### config.mk
export PLATFORM = sky130hd
export DESIGN_NAME = btn_reader
export DESIGN_NICKNAME = d
export VERILOG_FILES = /design/src/rtl/btn_pkg.sv /design/src/rtl/btn_debounce.sv /design/src/rtl/btn_reader.sv
export SDC_FILE = /design/constraint.sdc
export NUM_CORES = 1
export LEC_CHECK = 0
export CAP_MARGIN = 20
export CORE_UTILIZATION = 40
export DETAILED_ROUTE_END_ITERATION = 6
export PLACE_DENSITY = 0.56
export REMOVE_ABC_BUFFERS = 1
export SYNTH_ARGS = -nofsm -noshare
export SYNTH_HDL_FRONTEND = slang
export SYNTH_HIERARCHICAL = 1
export SYNTH_SLANG_ARGS = --single-unit
### constraint.sdc
create_clock -name clk -period 2.55 [get_ports clk]
set_input_delay 0.51 -clock clk [delete_from_list [all_inputs] [get_ports clk]]
set_output_delay 0.51 -clock clk [all_outputs]
set_load 0.005 [all_outputs]
### src/rtl/btn_pkg.sv
// Shared types and helpers for the button reader: per-button FSM encoding
// and the counter-width function used to size every counter.
package btn_pkg;

    typedef enum logic [1:0] {
        ST_IDLE       = 2'd0,
        ST_PRESS_PEND = 2'd1,
        ST_HELD       = 2'd2,
        ST_REL_PEND   = 2'd3
    } btn_state_e;

    // Bits needed to hold values 0..bound without wrapping.
    function automatic int cnt_width(input int bound);
        return (bound < 1) ? 1 : $clog2(bound + 1);
    endfunction

endpackage

### src/rtl/btn_debounce.sv
// One button: two-flop synchronizer, polarity normalisation and the
// tick-driven debounce / hold FSM with registered level and strobes.
module btn_debounce
    import btn_pkg::*;
#(
    parameter int DEBOUNCE_TICKS = 10,
    parameter int LONG_TICKS     = 1000,
    parameter bit ACTIVE_LOW     = 1'b1
) (
    input  logic clk,
    input  logic rst_n,
    input  logic tick,
    input  logic btn,
    output logic pressed,
    output logic press_stb,
    output logic release_stb,
    output logic long_stb
);

    localparam int DB_W   = cnt_width(DEBOUNCE_TICKS);
    localparam int HOLD_W = cnt_width(LONG_TICKS);
    localparam logic              IDLE_LEVEL = ACTIVE_LOW;
    localparam logic [DB_W:0]     DB_LIMIT   = (DB_W + 1)'(DEBOUNCE_TICKS);
    localparam logic [HOLD_W-1:0] HOLD_MAX   = HOLD_W'(LONG_TICKS);

    logic              sync1_q, sync2_q;
    logic              sample;
    btn_state_e        state_q, state_d;
    logic [DB_W-1:0]   db_q, db_d;
    logic [HOLD_W-1:0] hold_q, hold_d;
    logic              pressed_q, pressed_d;
    logic              press_stb_q, press_stb_d;
    logic              release_stb_q, release_stb_d;
    logic              long_stb_q, long_stb_d;
    logic [DB_W:0]     db_inc;

    always_ff @(posedge clk or negedge rst_n) begin
        if (!rst_n) begin
            sync1_q <= IDLE_LEVEL;
            sync2_q <= IDLE_LEVEL;
        end else begin
            sync1_q <= btn;
            sync2_q <= sync1_q;
        end
    end

    assign sample = sync2_q ^ ACTIVE_LOW;
    // One extra bit so the compare works even when the count sits at its bound.
    assign db_inc = {1'b0, db_q} + 1'b1;

    always_comb begin
        state_d       = state_q;
        db_d          = db_q;
        hold_d        = hold_q;
        pressed_d     = pressed_q;
        press_stb_d   = 1'b0;
        release_stb_d = 1'b0;
        long_stb_d    = 1'b0;
        if (tick) begin
            // The hold time keeps running through a release glitch.
            if ((state_q == ST_HELD || state_q == ST_REL_PEND) && hold_q < HOLD_MAX) begin
                hold_d     = hold_q + 1'b1;
                long_stb_d = ((hold_q + 1'b1) == HOLD_MAX);
            end
            case (state_q)
                ST_IDLE: begin
                    if (sample) begin
                        state_d = ST_PRESS_PEND;
                        db_d    = DB_W'(1);
                    end
                end
                ST_PRESS_PEND: begin
                    if (!sample) begin
                        state_d = ST_IDLE;
                        db_d    = '0;
                    end else if (db_inc >= DB_LIMIT) begin
                        state_d     = ST_HELD;
                        db_d        = '0;
                        hold_d      = '0;
                        pressed_d   = 1'b1;
                        press_stb_d = 1'b1;
                    end else begin
                        db_d = db_inc[DB_W-1:0];
                    end
                end
                ST_HELD: begin
                    if (!sample) begin
                        state_d = ST_REL_PEND;
                        db_d    = DB_W'(1);
                    end
                end
                ST_REL_PEND: begin
                    if (sample) begin
                        state_d = ST_HELD;
                        db_d    = '0;
                    end else if (db_inc >= DB_LIMIT) begin
                        state_d       = ST_IDLE;
                        db_d          = '0;
                        hold_d        = '0;
                        pressed_d     = 1'b0;
                        release_stb_d = 1'b1;
                        long_stb_d    = 1'b0;
                    end else begin
                        db_d = db_inc[DB_W-1:0];
                    end
                end
                default: begin
                    state_d = ST_IDLE;
                    db_d    = '0;
                    hold_d  = '0;
                end
            endcase
        end
    end

    always_ff @(posedge clk or negedge rst_n) begin
        if (!rst_n) begin
            state_q       <= ST_IDLE;
            db_q          <= '0;
            hold_q        <= '0;
            pressed_q     <= 1'b0;
            press_stb_q   <= 1'b0;
            release_stb_q <= 1'b0;
            long_stb_q    <= 1'b0;
        end else begin
            state_q       <= state_d;
            db_q          <= db_d;
            hold_q        <= hold_d;
            pressed_q     <= pressed_d;
            press_stb_q   <= press_stb_d;
            release_stb_q <= release_stb_d;
            long_stb_q    <= long_stb_d;
        end
    end

    assign pressed     = pressed_q;
    assign press_stb   = press_stb_q;
    assign release_stb = release_stb_q;
    assign long_stb    = long_stb_q;

endmodule

### src/rtl/btn_reader.sv
// Multi-button reader: one shared sample-tick prescaler feeding an
// independent debounce/long-press channel per button.
module btn_reader
    import btn_pkg::*;
#(
    parameter int NUM_BTN        = 4,
    parameter int CLK_HZ         = 100000000,
    parameter int TICK_HZ        = 1000,
    parameter int DEBOUNCE_TICKS = 10,
    parameter int LONG_TICKS     = 1000,
    parameter bit ACTIVE_LOW     = 1'b1
) (
    input  logic               clk,
    input  logic               rst_n,
    input  logic [NUM_BTN-1:0] btn,
    output logic [NUM_BTN-1:0] pressed,
    output logic [NUM_BTN-1:0] press_stb,
    output logic [NUM_BTN-1:0] release_stb,
    output logic [NUM_BTN-1:0] long_stb,
    output logic               tick
);

    localparam int DIV   = CLK_HZ / TICK_HZ;
    localparam int PRE_W = cnt_width(DIV - 1);
    localparam logic [PRE_W-1:0] PRE_LAST = PRE_W'(DIV - 1);

    logic [PRE_W-1:0] pre_q, pre_d;
    logic             tick_q, tick_d;

    always_comb begin
        pre_d  = pre_q + 1'b1;
        tick_d = 1'b0;
        if (pre_q == PRE_LAST) begin
            pre_d  = '0;
            tick_d = 1'b1;
        end
    end

    always_ff @(posedge clk or negedge rst_n) begin
        if (!rst_n) begin
            pre_q  <= '0;
            tick_q <= 1'b0;
        end else begin
            pre_q  <= pre_d;
            tick_q <= tick_d;
        end
    end

    assign tick = tick_q;

    generate
        for (genvar gi = 0; gi < NUM_BTN; gi++) begin : g_btn
            btn_debounce #(
                .DEBOUNCE_TICKS (DEBOUNCE_TICKS),
                .LONG_TICKS     (LONG_TICKS),
                .ACTIVE_LOW     (ACTIVE_LOW)
            ) u_btn (
                .clk         (clk),
                .rst_n       (rst_n),
                .tick        (tick_q),
                .btn         (btn[gi]),
                .pressed     (pressed[gi]),
                .press_stb   (press_stb[gi]),
                .release_stb (release_stb[gi]),
                .long_stb    (long_stb[gi])
            );
        end
    endgenerate

endmodule

# == Word level (Yosys, flattened, before mapping) ==
# Cells that the tools add are included.
# totals
out_inout_bits,17
elab_cells,274
input_bits,6
regBits,106
# op_classes
add_sub_neg,9
n_mux,142
eq_ne,49
n_reduce_logical,28
magnitude_cmp,8
# op_table
operator,n
$mux 10,16
$mux 4,20
$pmux 10 s2,4
$mux 1,65
$pmux 4 s4,4
$mux 2,24
$add 10x1->10 const B,4
$eq 10x10->1 const B,4
$lt 10x10->1 const B,4
$pmux 2 s4,4
$ne 2x1->1 const B,12
$ne 2x2->1 const B,12
$reduce_and 6->1,4
$add 4x1->5 const B,4
$ge 5x4->1 const B,4
$reduce_and 5->1,4
$add 17x1->17 const B,1
$eq 17x17->1 const B,1
$mux 17,1
$eq 2x2->1 const B,8
$ne 3x1->1 const B,4
$ne 3x3->1 const B,4
$reduce_and 3->1,4
$eq 2x1->1 const B,4
other kinds (5),20

# == Longest topological paths before layout ==
# Gate-level depths: netlist (run 1).
# depth
word_depth,8
depth_mapped,7
ltp_nobuf,7

# == By module ==
# Netlist (run 1), hierarchy kept.
# by_module_without_submodules
module,area_each_um2,cells_each,instances,seq_area_each_um2
btn_debounce (g_btn[1].u_btn ...),1226.2,126,2,553.0
btn_debounce (g_btn[0].u_btn),1261.2,127,1,553.0
btn_debounce (g_btn[3].u_btn),1243.7,111,1,553.0
btn_reader,818.3,75,1,450.4

# == Worst setup path before layout (run 1) ==
# Ideal clock, no wire load.
# synth_timing
path_type,flip-flop to flip-flop
start,register g_btn[1].u_btn.db_q[0]
end,register g_btn[1].u_btn.pressed_q
required_time_ps,2426
stages_incl_launch_ff,7
slack_ps,663
n_path_buf,0
t_arrival_ps,1763
synth_period_minus_slack_ps,1887
setup_time_ps,124
cell_sequence,dfrtp_1 -> ha_1 -> or2_2 -> a21oi_1 -> nor3_1 -> and3_1 -> a211o_1
# synth_via
elab_chain_len,4
word_cells_on_any_way,5
cone_classes,add/sub (1); order compare (1); eq/ne (2); reduce/logical (1)
# synth_rtl
element,line_no,source
"start, declared",btn_debounce.sv:29,"logic [DB_W-1:0] db_q, db_d;"
"start signal, assigned",btn_debounce.sv:119,db_q <= '0;
"start signal, assigned",btn_debounce.sv:127,db_q <= db_d;
$add 4x1->5 *,btn_debounce.sv:49,"assign db_inc = {1'b0, db_q} + 1'b1;"
$ge 5x4->1 *,"btn_debounce.sv:76, btn_debounce.sv:96",
$ne 2x2->1 (no source line) / $ne 2x1->1 (equally long branches),-,
$reduce_and 6->1 (no source line) *,-,
"end signal, assigned",btn_debounce.sv:129,pressed_q <= pressed_d;
"end, declared",btn_debounce.sv:31,"logic pressed_q, pressed_d;"
# Mark *: on every way between the ends. The rest lies on a longest branch, timed or not.
# A chain may end at the register's enable or synchronous reset.

# == Final worst setup path (run 1) ==
# layout_timing
start,register tick_q (netlist: tick)
end,output port tick
# layout_rtl
element,line_no,source
"start, declared",btn_reader.sv:28,"logic tick_q, tick_d;"
"start signal, assigned",btn_reader.sv:45,tick_q <= tick_d;
"end, declared",btn_reader.sv:20,output logic tick
# No word-level cell between the ends.

==> flow_metrics.py, run 1 <==
metrics = {
    "pwr": {
        "power_density_mw_per_mm2": 478,
        "power_frac_comb_pct": 1.6,
        "clkPwrFrac_pct": 43.3,
        "cellLeakagePower_nw": 2.59,
        "internal_power_mw": 2.45,
        "p_switching_uw": 642,
        "switching_share_pct": 20.8,
        "vdd.ir_drop.worst_mv": 0.284,
        "p_total_mw": 3.09,
        "sequentialPowerShare_pct": 55.0,
    },
    "floorplan": {
        "dieArea_mm2": 0.0149,
        "num_rows": 43,
        "core_area_mm2": 0.0140,
        "die_h_um": 122,
        "pin_count": 23,
        "initial_core_util_pct": 41.3,
        "die-width_um": 122,
    },
    "worst_setup_path": {
        "critPathKind": "reg2out",
        "crit_required_ns": 2.04,
        "worstPathMaxFanout": 9,
        "endpoint_kind": "primary output",
        "cp-start-kind": "register",
        "cp.arrival_ns": 1.70,
    },
    "clocking": {
        "root_buffer": "clkbuf_16",
        "clkSinkCount": 106,
        "cts_tree": "done",
        "cts_buffer_depth": 2,
        "cts_buffers": 9,
        "htreeDepth": 3,
        "post_cts_buffers": 0,
        "path_clk_slew_ns": 0.07,
        "hold_buffers": 0,
        "clk_latency_ns": 0.35,
        "ctsResizeCount": 0,
    },
    "global_routing": {
        "met2_usage_pct": 25.0,
        "gr-usage-met3_pct": 4.87,
        "antenna_found_initial": 0,
        "grt_max_degree": 63,
        "grt_pass1_vias": 4003,
        "grt_first_pass_wirelength_um": 18900,
        "grt_use_total_pct": 16.0,
        "overflow": 0,
        "grt-busiest-layer": "met2",
        "use_met1_pct": 21.4,
    },
    "detailed_routing": {
        "vias_per_cell": 5.54,
        "finalWirelength_um": 11000,
        "dr.first_iter.drc_count": 296,
        "first_pass_iters": 5,
        "ant_nets": 0,
        "drcViolationCount": 0,
        "via_count": 4286,
        "wl_per_cell_um": 14.3,
    },
    "synth": {
        "synth_top_flop_cell": "dfrtp_1",
        "synthTopCellsByArea": "dfrtp_1, xnor2_1, nand2_1, dfstp_2, ha_1",
        "ys_types": 75,
        "synth_edf_count": 0,
        "yosysTopAreaCell": "dfrtp_1",
        "syn_inst": 565,
        "ys_seq_area_share_pct": 46.1,
        "postSynth.asyncResetShare_pct": 100,
        "yosysWarnings": 6,
        "avgSynthCellArea_um2": 10.2,
        "synthDominantCellAreaShare_pct": 42.5,
        "synth-seq-cells": 106,
        "netlist_area_mm2": 0.00578,
    },
    "sta": {
        "fin_setup_tns_ns": 0,
        "drv_slew": 0,
        "post-route-min-period_ns": 2.21,
        "hold_viol": 0,
        "rsz0062_at_grt": "no",
        "setup_viol": 0,
        "worst_pin_slew_ns": 0.894,
        "timing.slew.headroom_pct": 39.9,
        "fin_crit_sh_pct": 86.5,
        "clock_skew_ns": 0.00381,
        "fmax_ghz": 0.453,
    },
    "outcome": {
        "status": "completed",
    },
    "cells_and_area": {
        "multi_input_area_mm2": 0.00297,
        "regArea_mm2": 0.00266,
        "drive_gt1_share_pct": 11.8,
        "diodes": 0,
        "area_growth_pct": 12.0,
        "nets": 610,
        "fillers": 1301,
    },
    "placed_design": {
        "finalWeightedCongestion": 0.805,
        "post-dp-hpwl_um": 7700,
        "portBuffers": 22,
    },
    "job": {
        "cap_violations": 0,
    },
    "worst_hold_path": {
        "hold_path.class": "in2async",
    },
}
critical path, cell delays in order (launching register included):
cell and delay, ns:
dfrtp_1 0.58, buf_4 0.26, clkdlybuf4s50_1 0.51
synthesized netlist by cell type (all sizes together), types with 16 or more instances:
| master | count |
|---|---|
| nor3 | 16 |
| nand3 | 32 |
| nand2 | 61 |
| o21ai | 22 |
| a21oi | 17 |
| ha | 16 |
| dfrtp | 98 |
| xnor2 | 29 |
| xor2 | 16 |
| inv | 16 |
| nor2 | 50 |
logic make-up (layout without fill, tap and decap cells):
group | after synthesis | count (layout) | synth area share (%)
buffers and inverters | 31 | 59 | 2.51
AND/OR/NAND/NOR | 243 | 243 | 23.4
flip-flops | 106 | 106 | 46.1
AO/OA/AOI/OAI | 115 | 115 | 15.9
XOR/XNOR | 45 | 45 | 6.82
adder cells (fa/ha/maj) | 16 | 16 | 3.47
multiplexers | 9 | 9 | 1.84
cell type report:
type                       instances  share of cell area (%)
timing repair buffer              27                    4.14
sequential                       106                    41.2
tap                              180                    3.48
clock inverter                     2                   0.155
multi-input combinational        428                    45.9
inverter                          16                   0.929
clock buffer                      14                    4.24
cells in the final DEF (no fill, tap or decap), drive strengths merged, types with 4 or more instances in the layout:
master	count
inv	16
nor4	10
dfstp	8
o211ai	5
a2111oi	5
nor3b	7
a21boi	4
xor2	16
xnor2	29
and3	8
nand4	11
a31oi	7
or2	5
a311oi	4
dfrtp	98
nand3	32
nand2	61
nand3b	8
nor2	50
a21oi	17
ha	16
nor3	16
clkdlybuf4s50	21
o21ai	22
a211o	7
nand2b	14
o22ai	6
clkbuf	14
and2	6
o31ai	14
buf	6
mux2i	6
and4	4
final timing paths:
kind / startpoint / endpoint / slack, ns / depth (start not counted)
min: rst_n / g_btn[2].u_btn/hold_q[8] / 0.02 / 1
max: tick / tick / 0.34 / 2
max in group asynchronous: rst_n / g_btn[0].u_btn/sync1_q / 1.85 / 2
min in group clk: g_btn[2].u_btn/sync1_q / g_btn[2].u_btn/sync2_q / 0.35 / 0
max reg2reg: g_btn[2].u_btn/db_q[0] / g_btn[2].u_btn/hold_q[6] / 0.46 / 6
min reg2reg: g_btn[2].u_btn/sync1_q / g_btn[2].u_btn/sync2_q / 0.35 / 0
stage by stage:
| stage | cell area [um2] | hold WS (ns) | setup slack [ns] | instances | utilization, % |
|---|---|---|---|---|---|
| global placement | 6180 | 0.346 | 0.501 | 757 | 44.2 |
| floorplan | 5690 | 0.214 | 0.649 | 550 | - |
| finish | 6470 | 0.0245 | 0.344 | 773 | 46.2 |
| CTS | 6470 | 0.0156 | 0.300 | 773 | 46.2 |
| detailed placement | 6180 | 0.349 | 0.475 | 757 | 44.2 |
| global route | 6470 | 0.0279 | 0.246 | 773 | 46.2 |
flip-flops by register name, indices dropped and copies added (netlist names), named ones only:
register	cells
g_btn.u_btn/db_q	16
g_btn.u_btn/hold_q	40
g_btn.u_btn/long_stb	4
g_btn.u_btn/press_stb	4
g_btn.u_btn/pressed	4
g_btn.u_btn/release_stb	4
g_btn.u_btn/state_q	4
g_btn.u_btn/sync1_q	4
g_btn.u_btn/sync2_q	4
pre_q	17
tick	1
power groups by stage:
stage / clock [mW] / combinational [mW] / sequential (mW)
final: 1.34 / 0.0508 / 1.70
after global placement: 0 / 0.0538 / 1.73
after CTS: 1.41 / 0.0549 / 1.70
after detailed placement: 0 / 0.0548 / 1.73
after floorplan: 0 / 0.00602 / 1.73
after global routing: 1.46 / 0.0604 / 1.70
metal layers:
layer / share of wire (%) / vias up / wire length (um)
met5: 0 / - / 0
met4: 1.1 / 0 / 119
met3: 3.8 / 9 / 416
met2: 46 / 70 / 5080
met1: 49 / 2105 / 5400
li1: - / 2102 / -
No activity file was read; power rests on OpenSTA's default activity.
==> run 2: changes to the inputs <==
- SLEW_MARGIN: not set -> 10
- clock period: 2.55 -> 2.7 ns (I/O delays scaled with it)
==> flow_metrics.py, run 2 (synthesis gave the netlist of run 1 again) <==
metrics = {
    "outcome": {
        "status": "completed",
    },
    "detailed_routing": {
        "finalWirelength_um": 11000,
        "vias_per_cell": 5.47,
        "via_count": 4222,
        "ant_nets": 0,
        "first_pass_iters": 5,
        "dr.first_iter.drc_count": 359,
        "wl_per_cell_um": 14.2,
        "drcViolationCount": 0,
    },
    "sta": {
        "fmax_ghz": 0.465,
        "post-route-min-period_ns": 2.15,
        "timing.slew.headroom_pct": 41.5,
        "setup_viol": 0,
        "fin_setup_tns_ns": 0,
        "drv_slew": 0,
        "clock_skew_ns": 0.00636,
        "hold_viol": 0,
        "fin_crit_sh_pct": 79.6,
        "worst_pin_slew_ns": 0.870,
        "rsz0062_at_grt": "no",
    },
    "floorplan": {
        "pin_count": 23,
        "dieArea_mm2": 0.0149,
        "die_h_um": 122,
        "num_rows": 43,
        "initial_core_util_pct": 41.3,
        "core_area_mm2": 0.0140,
        "die-width_um": 122,
    },
    "placed_design": {
        "portBuffers": 22,
        "post-dp-hpwl_um": 7460,
        "finalWeightedCongestion": 0.815,
    },
    "worst_setup_path": {
        "endpoint_kind": "register",
        "worstPathMaxFanout": 6,
        "cp-start-kind": "register",
        "critPathKind": "reg2reg",
        "slowest_stage": "nor3_1",
        "cpPeakStageDelay_ns": 0.57,
        "crit_chain": "ha_1 > nand2b_1 > a21oi_1 > nor3_1 > nand2_1 > a211o_1",
        "crit_family": "simple AND/OR/NAND/NOR gates",
        "worst-path-buf-inv": 0,
        "cp.arrival_ns": 2.39,
        "crit_required_ns": 2.94,
    },
    "pwr": {
        "internal_power_mw": 2.36,
        "p_total_mw": 3.01,
        "power_density_mw_per_mm2": 464,
        "power_frac_comb_pct": 1.5,
        "p_switching_uw": 650,
        "vdd.ir_drop.worst_mv": 0.265,
        "cellLeakagePower_nw": 2.59,
        "sequentialPowerShare_pct": 53.2,
        "switching_share_pct": 21.6,
        "clkPwrFrac_pct": 45.2,
    },
    "cells_and_area": {
        "top_register": "g_btn.u_btn/hold_q",
        "regArea_mm2": 0.00266,
        "fillers": 1351,
        "layout_common_cells": "dfrtp_1, nand2_1, nor2_1",
        "diodes": 0,
        "largest_register_ff_count": 40,
        "drive_gt1_share_pct": 12.0,
        "final_common_cell": "dfrtp_1",
        "area_growth_pct": 12.3,
        "nets": 609,
        "multi_input_area_mm2": 0.00297,
        "reg_top3": "g_btn.u_btn/hold_q: 40 flops, pre_q: 17 flops, g_btn.u_btn/db_q: 16 flops",
    },
    "worst_hold_path": {
        "hold_path.class": "in2async",
    },
    "global_routing": {
        "grt_first_pass_wirelength_um": 19400,
        "grt_use_total_pct": 16.4,
        "overflow": 0,
        "grt_max_degree": 107,
        "antenna_found_initial": 0,
        "grt_pass1_vias": 4128,
    },
    "clocking": {
        "root_buffer": "clkbuf_16",
        "cts_buffer_depth": 2,
        "clkSinkCount": 106,
        "path_clk_slew_ns": 0.07,
        "hold_buffers": 0,
        "clk_latency_ns": 0.36,
        "htreeDepth": 3,
        "ctsResizeCount": 0,
        "cts_tree": "done",
        "cts_buffers": 9,
        "post_cts_buffers": 0,
    },
    "job": {
        "cap_violations": 0,
    },
}
run 2: final timing paths:
kind | start | to | slack, ns | cells past startpoint
worst min register to register | g_btn[2].u_btn/sync1_q | g_btn[2].u_btn/sync2_q | 0.36 | 0
worst max register to register | g_btn[1].u_btn/db_q[0] | g_btn[1].u_btn/pressed | 0.55 | 6
min in group clk | g_btn[2].u_btn/sync1_q | g_btn[2].u_btn/sync2_q | 0.36 | 0
max in group asynchronous | rst_n | pre_q[6] | 2.02 | 2
worst min-delay path | rst_n | g_btn[2].u_btn/long_stb | 0.23 | 2
worst max-delay path | g_btn[1].u_btn/db_q[0] | g_btn[1].u_btn/pressed | 0.55 | 6
run 2: routing by layer:
metal	global-route usage [%]	share of wire [%]	up-vias
li1	-	-	2100
met1	20.6	47	2056
met2	27.1	48	59
met3	4.96	3.7	7
met4	4.57	0.92	0
met5	0	0	-
run 2: layout make-up:
type                            instances  share of cell area [%]
Multi-Input combinational cell        428                    45.7
Sequential cell                       106                    41.0
Timing Repair Buffer                   26                    4.01
Clock buffer                           10                    3.68
Tap cell                              180                    3.47
Clock inverter                          6                    1.12
Inverter                               16                   0.926
run 2: power by group through the flow:
stage	Combinational [mW]	Sequential [mW]	Clock (mW)
after global placement	0.0495	1.63	0
final	0.0464	1.60	1.36
after CTS	0.0501	1.60	1.43
after floorplan	0.00568	1.63	0
after global routing	0.0550	1.60	1.48
after detailed placement	0.0498	1.63	0
run 2: stage by stage:
step / instance area [um2] / hold WS (ns) / utilization (%) / worst slack (ns) / std cells
2_1_floorplan: 5690 / 0.244 / - / 0.799 / 550
3_3_place_gp: 6180 / 0.347 / 44.2 / 0.645 / 756
3_5_place_dp: 6180 / 0.347 / 44.2 / 0.600 / 756
4_1_cts: 6490 / 0.276 / 46.4 / 0.566 / 772
5_1_grt: 6490 / 0.289 / 46.4 / 0.433 / 772
6_report: 6490 / 0.226 / 46.4 / 0.550 / 772
